File: src/rtl/module_display_arbiter.sv
// Round-robin owner select that shares the 8-digit display path between sources A and B.
// Latency: one clock from request to grant/display. An owner keeps the grant for HOLD_TICKS ticks, then yields to a waiting source.
module module_display_arbiter #(
    parameter int DATA_W     = 32,
    parameter int HOLD_TICKS = 2000,
    parameter int HOLD_BITS  = 11
) (
    input  logic              clk_10Mhz_i,
    input  logic              reset_i,
    input  logic              tick_i,
    input  logic              req_a_i,
    input  logic [DATA_W-1:0] data_a_i,
    input  logic              req_b_i,
    input  logic [DATA_W-1:0] data_b_i,
    output logic              gnt_a_o,
    output logic              gnt_b_o,
    output logic [DATA_W-1:0] display_o,
    output logic              busy_o
);

    typedef enum logic [1:0] {IDLE, OWN_A, OWN_B} state_t;

    localparam logic [HOLD_BITS-1:0] HOLD_MAX = HOLD_BITS'(HOLD_TICKS);

    state_t               state_q, state_d;
    logic [HOLD_BITS-1:0] hold_cnt_q, hold_cnt_d;
    logic                 ptr_b_q, ptr_b_d;     // 1: B wins the next tie in IDLE
    logic [DATA_W-1:0]    display_q, display_d;
    logic                 gnt_a_q, gnt_a_d;
    logic                 gnt_b_q, gnt_b_d;
    logic                 busy_q, busy_d;
    logic                 expired;

    assign expired = (hold_cnt_q == HOLD_MAX);

    always_comb begin
        state_d    = state_q;
        hold_cnt_d = hold_cnt_q;
        ptr_b_d    = ptr_b_q;
        display_d  = display_q;
        case (state_q)
            IDLE: begin
                if (req_a_i && (!req_b_i || !ptr_b_q)) begin
                    state_d    = OWN_A;
                    hold_cnt_d = '0;
                    display_d  = data_a_i;
                end else if (req_b_i) begin
                    state_d    = OWN_B;
                    hold_cnt_d = '0;
                    display_d  = data_b_i;
                end
            end
            OWN_A: begin
                if (!req_a_i) begin
                    // A drop always passes through IDLE; display keeps its last word.
                    state_d    = IDLE;
                    hold_cnt_d = '0;
                    ptr_b_d    = 1'b1;
                end else if (expired && req_b_i) begin
                    state_d    = OWN_B;
                    hold_cnt_d = '0;
                    ptr_b_d    = 1'b0;
                    display_d  = data_b_i;
                end else begin
                    display_d = data_a_i;
                    if (tick_i && !expired) begin
                        hold_cnt_d = hold_cnt_q + 1'b1;
                    end
                end
            end
            OWN_B: begin
                if (!req_b_i) begin
                    state_d    = IDLE;
                    hold_cnt_d = '0;
                    ptr_b_d    = 1'b0;
                end else if (expired && req_a_i) begin
                    state_d    = OWN_A;
                    hold_cnt_d = '0;
                    ptr_b_d    = 1'b1;
                    display_d  = data_a_i;
                end else begin
                    display_d = data_b_i;
                    if (tick_i && !expired) begin
                        hold_cnt_d = hold_cnt_q + 1'b1;
                    end
                end
            end
            default: begin
                state_d    = IDLE;
                hold_cnt_d = '0;
            end
        endcase
        gnt_a_d = (state_d == OWN_A);
        gnt_b_d = (state_d == OWN_B);
        busy_d  = gnt_a_d | gnt_b_d;
    end

    always_ff @(posedge clk_10Mhz_i) begin
        if (reset_i) begin
            state_q    <= IDLE;
            hold_cnt_q <= '0;
            ptr_b_q    <= 1'b0;
            display_q  <= '0;
            gnt_a_q    <= 1'b0;
            gnt_b_q    <= 1'b0;
            busy_q     <= 1'b0;
        end else begin
            state_q    <= state_d;
            hold_cnt_q <= hold_cnt_d;
            ptr_b_q    <= ptr_b_d;
            display_q  <= display_d;
            gnt_a_q    <= gnt_a_d;
            gnt_b_q    <= gnt_b_d;
            busy_q     <= busy_d;
        end
    end

    assign gnt_a_o   = gnt_a_q;
    assign gnt_b_o   = gnt_b_q;
    assign display_o = display_q;
    assign busy_o    = busy_q;

endmodule

File: config.mk
export PLATFORM = sky130hd
export DESIGN_NAME = module_display_arbiter
export DESIGN_NICKNAME = d
export VERILOG_FILES = /design/src/rtl/module_display_arbiter.sv
export SDC_FILE = /design/constraint.sdc
export NUM_CORES = 1
export LEC_CHECK = 0
export CAP_MARGIN = 20
export CELL_PAD_IN_SITES_DETAIL_PLACEMENT = 0
export CELL_PAD_IN_SITES_GLOBAL_PLACEMENT = 1
export CORE_MARGIN = 2
export CORE_UTILIZATION = 38
export DETAILED_ROUTE_END_ITERATION = 10
export GPL_ROUTABILITY_DRIVEN = 0
export PLACE_DENSITY = 0.93
export SLEW_MARGIN = 10
export SYNTH_ARGS = -nofsm -noshare
export SYNTH_HDL_FRONTEND = slang
export SYNTH_SLANG_ARGS = --single-unit
export TNS_END_PERCENT = 1
File: constraint.sdc
create_clock -name clk_10Mhz_i -period 2.8 [get_ports clk_10Mhz_i]
set_input_delay 0.42 -clock clk_10Mhz_i [delete_from_list [all_inputs] [get_ports clk_10Mhz_i]]
set_output_delay 0.42 -clock clk_10Mhz_i [all_outputs]
set_load 0.05 [all_outputs]
==> results.txt, run 1 <==
Sw Ratio = 42.2%
Setup-failing EPs final = 0
most common cell after layout, fill and taps aside = clkdlybuf4s50_1
area delta synth->final = 29.8%
PD cells = 518 nW/um^2
CP Cell Sequence = inv_1 -> ha_1 -> and4b_1 -> nand4_4 -> buf_4 -> mux2_2 -> a221oi_1 -> a211oi_1
Setup CP Type = flip-flop to flip-flop
nets@finish = 611
Placeable Area = 10900 sq um
commonest non-fill, non-tap cells in the layout = 102 x clkdlybuf4s50_1, 49 x dfxtp_1, 36 x nand2_1, 36 x o21ai_0
reg2reg end = display_o[28]$_SDFFE_PP0P_
mux share of post-synthesis cell area = 27.4%
Post-DP HPWL = 8520 microns
Synth Area in XOR/XNOR = 2.06%
WP data arrival = 2.40 ns
Slew HR = 61.8%
worst path buffer plus inverter count = 2
critical path's slowest cell = dfxtp_1
post-route setup TNS = 0 ns
Warnings, synthesis = 0
Synth Area per Inst = 9.50 sq um
# rows = 38
skew final = 0.00916 ns
clock share of power = 19.3%
area of the multi-input gates = 3000 sq um
initial antenna violation count = 0
H-tree depth = 2
CP delay by family, top = simple AND/OR/NAND/NOR gates
number of setup buffers added after CTS = 0
DR iter-0 viols = 259
Starting Density = 39.1%
fin crit period = 2.20 ns
Clock Path Buffers = 2
Hold Path End = hold_cnt_q[10]$_SDFFE_PP0N_
GRT Overall Usage = 20.0%
Synth Area in Simple Gates = 14.2%
WL/cell = 18.5 microns
Worst Hold Launch = hold_cnt_q[10]$_SDFFE_PP0N_
reg2reg setup slack = 0.60 ns
Seq cells post-synth = 49
Max VDD drop = 313 uV
total grt overflow = 0
fill count = 991
layout cells sized above 1 = 24.9%
P_sw = 1210 uW
first-pass GRT wire length = 19400 microns
Die H = 110 microns
share of power burned in combinational logic = 49.4%
Static Leak = 0.00218 uW
Synth Flop Type = dfxtp_1
Crit path largest cell delay = 0.37 ns
largest family of logic cells by synthesized area = multiplexers
final period utilization = 78.7%
met1 GRT Util = 25.4%
input/output buffers = 103
CTS tree = built
worst skew pair latency = 0.30 ns
Post-synth EDFFs = 0
status = finished, final reports clean
met2 Resource Use GR = 36.0%
critical path peak fanout = 11
met3 GRT Util = 2.43%
Tightest Hold Check Type = flip-flop to flip-flop
n_diodes = 0
crit end category = flip-flop
Worst Max-Slew Pin Slew = 0.573 ns
DR pass1 iterations = 4
CP required = 2.99 ns
total CTS buffers = 5
WP depth = 8
post-cts sizing count = 0
reg2reg path depth = 8
Clock Tree Root = clkbuf_8
die width = 110 microns
crit start category = flip-flop
worst hold path cell count = 2
Cell variety after synth = 44
adder-cell share of the synthesized area = 2.35%
post-synthesis cell area = 4250 sq um
maxcap violations = 0
# hold bufs at CTS = 0
gr busiest metal = met2
Int Power = 1650 uW
Seq pwr share = 31.3%
Fmax = 0.454 GHz
syn_nets = 525
cell count after synthesis = 448
# DRC = 0
CTS clk-pin slew, worst paths = 0.10 ns
DRT Wirelength = 12500 microns
largest net degree at the start of global routing = 31
Seq. cell area = 981 sq um
total power = 2860 uW
Slew Limit Fails = 0
Worst R2R Start = hold_cnt_q[0]$_SDFFE_PP0N_
Die ar. = 12100 sq um
number of routed nets with antenna violations = 0
RSZ-0062 raised after global routing = no
register area share after synthesis = 23.1%
number of global-route vias before repair = 3944
post-synthesis async set-or-reset flop share = 0%
clk sinks = 49
routed vias = 3978
post-DR vias/cell = 5.89
Hold Fails Final Rpt = 0
top-level I/O count = 104
post-synthesis compound-gate area fraction = 23.6%
-- Yosys cell counts (all sizes together), types with 3 or more instances --
| cell type | instances | area share [%] |
|---|---|---|
| a211oi | 33 | 6.5 |
| a21oi | 3 | 0.35 |
| a221oi | 32 | 11 |
| and3 | 5 | 0.79 |
| buf | 28 | 5.0 |
| clkbuf | 17 | 1.5 |
| dfxtp | 49 | 23 |
| ha | 8 | 2.4 |
| inv | 10 | 0.88 |
| mux2 | 64 | 19 |
| mux2i | 34 | 8.0 |
| nand2 | 37 | 3.3 |
| nand3 | 3 | 0.35 |
| nand4 | 35 | 5.5 |
| nor2 | 20 | 1.8 |
| nor2b | 4 | 0.59 |
| o21ai | 36 | 4.2 |
| xnor2 | 7 | 1.4 |
| xor2 | 3 | 0.62 |
-- worst reg2reg max path: cells and delay by family, from the launching register on --
kind	cells	cell delay, ns
and+or+nand+nor	2	0.46
adders and majority gates	1	0.19
DFF	1	0.37
muxes	1	0.37
AOI/OAI and AO/OA	2	0.35
buffers and inverters	2	0.36
-- registers in the layout, summed over array words and instances, names as in the netlist --
register / cells
display_o: 32
hold_cnt_q: 11
state_q: 2
busy_o: 1
gnt_a_o: 1
gnt_b_o: 1
ptr_b_q: 1
-- worst max-delay path by stage --
stage,slack (ns),endpoint,from
finish,0.60,display_o[28]$_SDFFE_PP0P_,hold_cnt_q[0]$_SDFFE_PP0N_
global route,0.43,display_o[29]$_SDFFE_PP0P_,state_q[1]$_SDFF_PP0_
CTS,0.60,display_o[28]$_SDFFE_PP0P_,hold_cnt_q[0]$_SDFFE_PP0N_
detailed placement,0.30,display_o[14]$_SDFFE_PP0P_,req_a_i
global placement,0.37,display_o[4]$_SDFFE_PP0P_,req_b_i
floorplan,0.77,gnt_a_o$_SDFF_PP0_,hold_cnt_q[0]$_SDFFE_PP0N_
-- final cells by class --
type / count / area share (%)
well taps: 140 / 3.17
repair buffers: 124 / 21.9
multi-input cells: 344 / 54.3
inverters: 10 / 0.680
clock buffers: 6 / 1.50
clock inverters: 2 / 0.680
flip-flops and latches: 49 / 17.8
-- metrics by stage --
| step | instance area, sq um | util (%) | setup WS, ns | instances | hold slack, ns |
|---|---|---|---|---|---|
| 2_1_floorplan | 4250 | - | 0.774 | 448 | 0.472 |
| 5_1_grt | 5520 | 50.7 | 0.432 | 675 | 0.556 |
| 4_1_cts | 5520 | 50.7 | 0.598 | 675 | 0.526 |
| 6_report | 5520 | 50.7 | 0.595 | 675 | 0.520 |
| 3_5_place_dp | 5400 | 49.6 | 0.303 | 667 | 0.500 |
| 3_3_place_gp | 5400 | 49.6 | 0.370 | 667 | 0.491 |
-- power groups by stage --
stage	logic (uW)	clock network [uW]	registers, uW
after floorplan	597	0	1220
after global placement	1370	0	904
after detailed placement	1410	0	909
after CTS	1410	568	894
final	1410	551	896
after global routing	1500	594	907
-- layer usage --
metal	up-vias	part of all wire, %
met5	-	0
li1	1892	-
met3	7	6.0
met1	1938	43
met4	0	0.46
met2	141	50
-- logic make-up (layout without fill, tap and decap cells) --
| family | Yosys count | count (layout) |
|---|---|---|
| simple gates | 115 | 115 |
| xor+xnor | 10 | 10 |
| flops | 49 | 49 |
| fa+ha+maj | 8 | 8 |
| mux | 98 | 98 |
| compound gates | 113 | 113 |
| buf+inv | 55 | 142 |
(Power assumes the default switching activity.)
==> inputs of run 2 (changes only) <==
Settings changed: CORE_UTILIZATION 38 to 35, PLACE_DENSITY 0.93 to 0.91.
Clock period 2.8 ns to 1.92 ns, I/O delays scaled along.
==> run 2 against run 1 <==
The flow now finishes with violations (setup timing). Maximum frequency grew 7.6%. Power grew 58%. Clock skew shrank 0.0017 ns. Critical path depth grew 1. Worst setup slack lost 0.72 ns. Clock power grew 89%. Critical path type unchanged. Critical endpoint is now display_o[15]$_SDFFE_PP0P_. Highest routed layer unchanged.
==> results.txt, run 2 (synthesized netlist as in run 1, its figures left out) <==
status = complete, but fails checks
violated checks = setup timing
crit end category = flip-flop
routed wl met3 = 691 microns
CTS clk-pin slew, worst paths = 0.08 ns
input/output buffers = 103
fin crit period = 2.05 ns
Post-DP HPWL = 8850 microns
first-pass GRT wire length = 21800 microns
H-tree depth = 2
# DRC = 0
number of routed nets with antenna violations = 0
DR iter-0 viols = 250
most common cell after layout, fill and taps aside = clkdlybuf4s50_1
Die H = 114 microns
RSZ-0062 raised after global routing = yes
Hold Fails Final Rpt = 0
Slew HR = 63.9%
Final Cell Area = 6030 sq um
top-level I/O count = 104
initial antenna violation count = 0
nets@finish = 641
maxcap violations = 0
final period utilization = 107%
Seq. cell area = 985 sq um
Setup WS post-layout = -0.128 ns
total power = 4520 uW
Die ar. = 13100 sq um
largest net degree at the start of global routing = 33
CTS tree = built
Placeable Area = 12000 sq um
Cell Area, Placed = 5670 sq um
worst skew pair latency = 0.29 ns
routed vias = 4184
Clock Tree Root = clkbuf_16
Static Leak = 0.00243 uW
n_diodes = 0
skew final = 0.00746 ns
total grt overflow = 0
total CTS buffers = 5
max layer used = met4
WP data arrival = 2.22 ns
fill count = 1117
max FFs per register = 32
Fmax = 0.488 GHz
area delta synth->final = 41.7%
post-DR vias/cell = 5.88
number of global-route vias before repair = 4346
Starting Density = 35.6%
PD cells = 750 nW/um^2
critical path's slowest cell = dfxtp_2
DRT Wirelength = 13300 microns
Max VDD drop = 434 uV
Crit path largest cell delay = 0.33 ns
hold slack final = 0.460 ns
commonest non-fill, non-tap cells in the layout = 101 x clkdlybuf4s50_1, 46 x dfxtp_1, 39 x buf_4
crit start category = flip-flop
Tightest Hold Check Type = input port to flip-flop
DR pass1 iterations = 4
Clock Path Buffers = 2
WL/cell = 18.6 microns
Slew Limit Fails = 0
DP Worst Slack = -0.245 ns
Setup-failing EPs final = 34
DRT met1 WL = 5580 microns
# rows = 40
CP required = 2.09 ns
clk sinks = 49
area of the multi-input gates = 3080 sq um
Setup CP Type = flip-flop to flip-flop
layout cells sized above 1 = 32.6%
Worst Max-Slew Pin Slew = 0.540 ns
die width = 114 microns
met2 WL post-DR = 6750 microns
CP Cell Sequence = inv_2 -> ha_4 -> and4b_2 -> nand4_4 -> buf_6 -> buf_12 -> mux2_4 -> a221oi_2 -> a211oi_2
critical path peak fanout = 9
GRT Overall Usage = 20.5%
## run 2: changes by cell type in the layout (fill, tap and decap cells not counted), moves of 3 or more
| cell | change |
|---|---|
| buf_12 | +7 |
| clkbuf_8 | -6 |
| buf_4 | +20 |
| dfxtp_1 | -3 |
| a221oi_1 | -3 |
| dfxtp_2 | +3 |
| clkbuf_16 | +5 |
| ha_1 | -3 |
## run 2: area by class of cell
| class | count | share of cell area (%) |
|---|---|---|
| inverter | 10 | 0.623 |
| multi-input combinational | 344 | 51.2 |
| clock inverter | 3 | 0.768 |
| clock buffer | 5 | 2.08 |
| timing repair buffer | 154 | 26.0 |
| tap | 147 | 3.05 |
| sequential | 49 | 16.3 |
## run 2: routing by layer
metal / GRT usage (%) / vias up
met4: 5.77 / 0
met1: 25.3 / 2043
met3: 2.65 / 22
met2: 37.4 / 160
met5: 0 / -
li1: - / 1959
## run 2: stage by stage
stage,TNS [ns],utilization (%),cells
2_1_floorplan,-0.146,-,448
3_3_place_gp,-6.14,47.4,698
3_5_place_dp,-8.62,47.4,698
4_1_cts,-2.06,50.0,711
5_1_grt,-5.48,50.4,712
6_report,-2.27,50.4,712
## run 2: what timing repair did
item / 4_1_cts / 5_1_grt
pin swaps: 25 / 10
resized for setup: 14 / 10
buffers inserted: 3 / 1
gates cloned: 2 / 0
hold buffers: 0 / 0
setup endpoints to repair: 36 / 47
## run 2: power by group
| part | switching [uW] | total, uW | internal, uW |
|---|---|---|---|
| registers | 139 | 1310 | 1170 |
| logic | 1280 | 2170 | 886 |
| clock network | 425 | 1040 | 618 |
| total | 1850 | 4520 | 2670 |
## run 2: critical path, delay by kind of cell, from the launching register on
family                     cells  cell delay (ns)
buffers and inverters          3             0.39
DFF                            1             0.33
and+or+nand+nor                2             0.41
adders and majority gates      1             0.12
AOI/OAI and AO/OA              2             0.36
muxes                          1             0.30
## run 2: final timing paths
| kind | depth (start not counted) | to | slack [ns] | from |
|---|---|---|---|---|
| hold reg to reg | 2 | hold_cnt_q[9]$_SDFFE_PP0N_ | 0.51 | hold_cnt_q[9]$_SDFFE_PP0N_ |
| setup / recovery | 9 | display_o[15]$_SDFFE_PP0P_ | -0.13 | hold_cnt_q[1]$_SDFFE_PP0N_ |
| hold / removal | 3 | hold_cnt_q[0]$_SDFFE_PP0N_ | 0.46 | reset_i |
| setup reg to reg | 9 | display_o[15]$_SDFFE_PP0P_ | -0.13 | hold_cnt_q[1]$_SDFFE_PP0N_ |
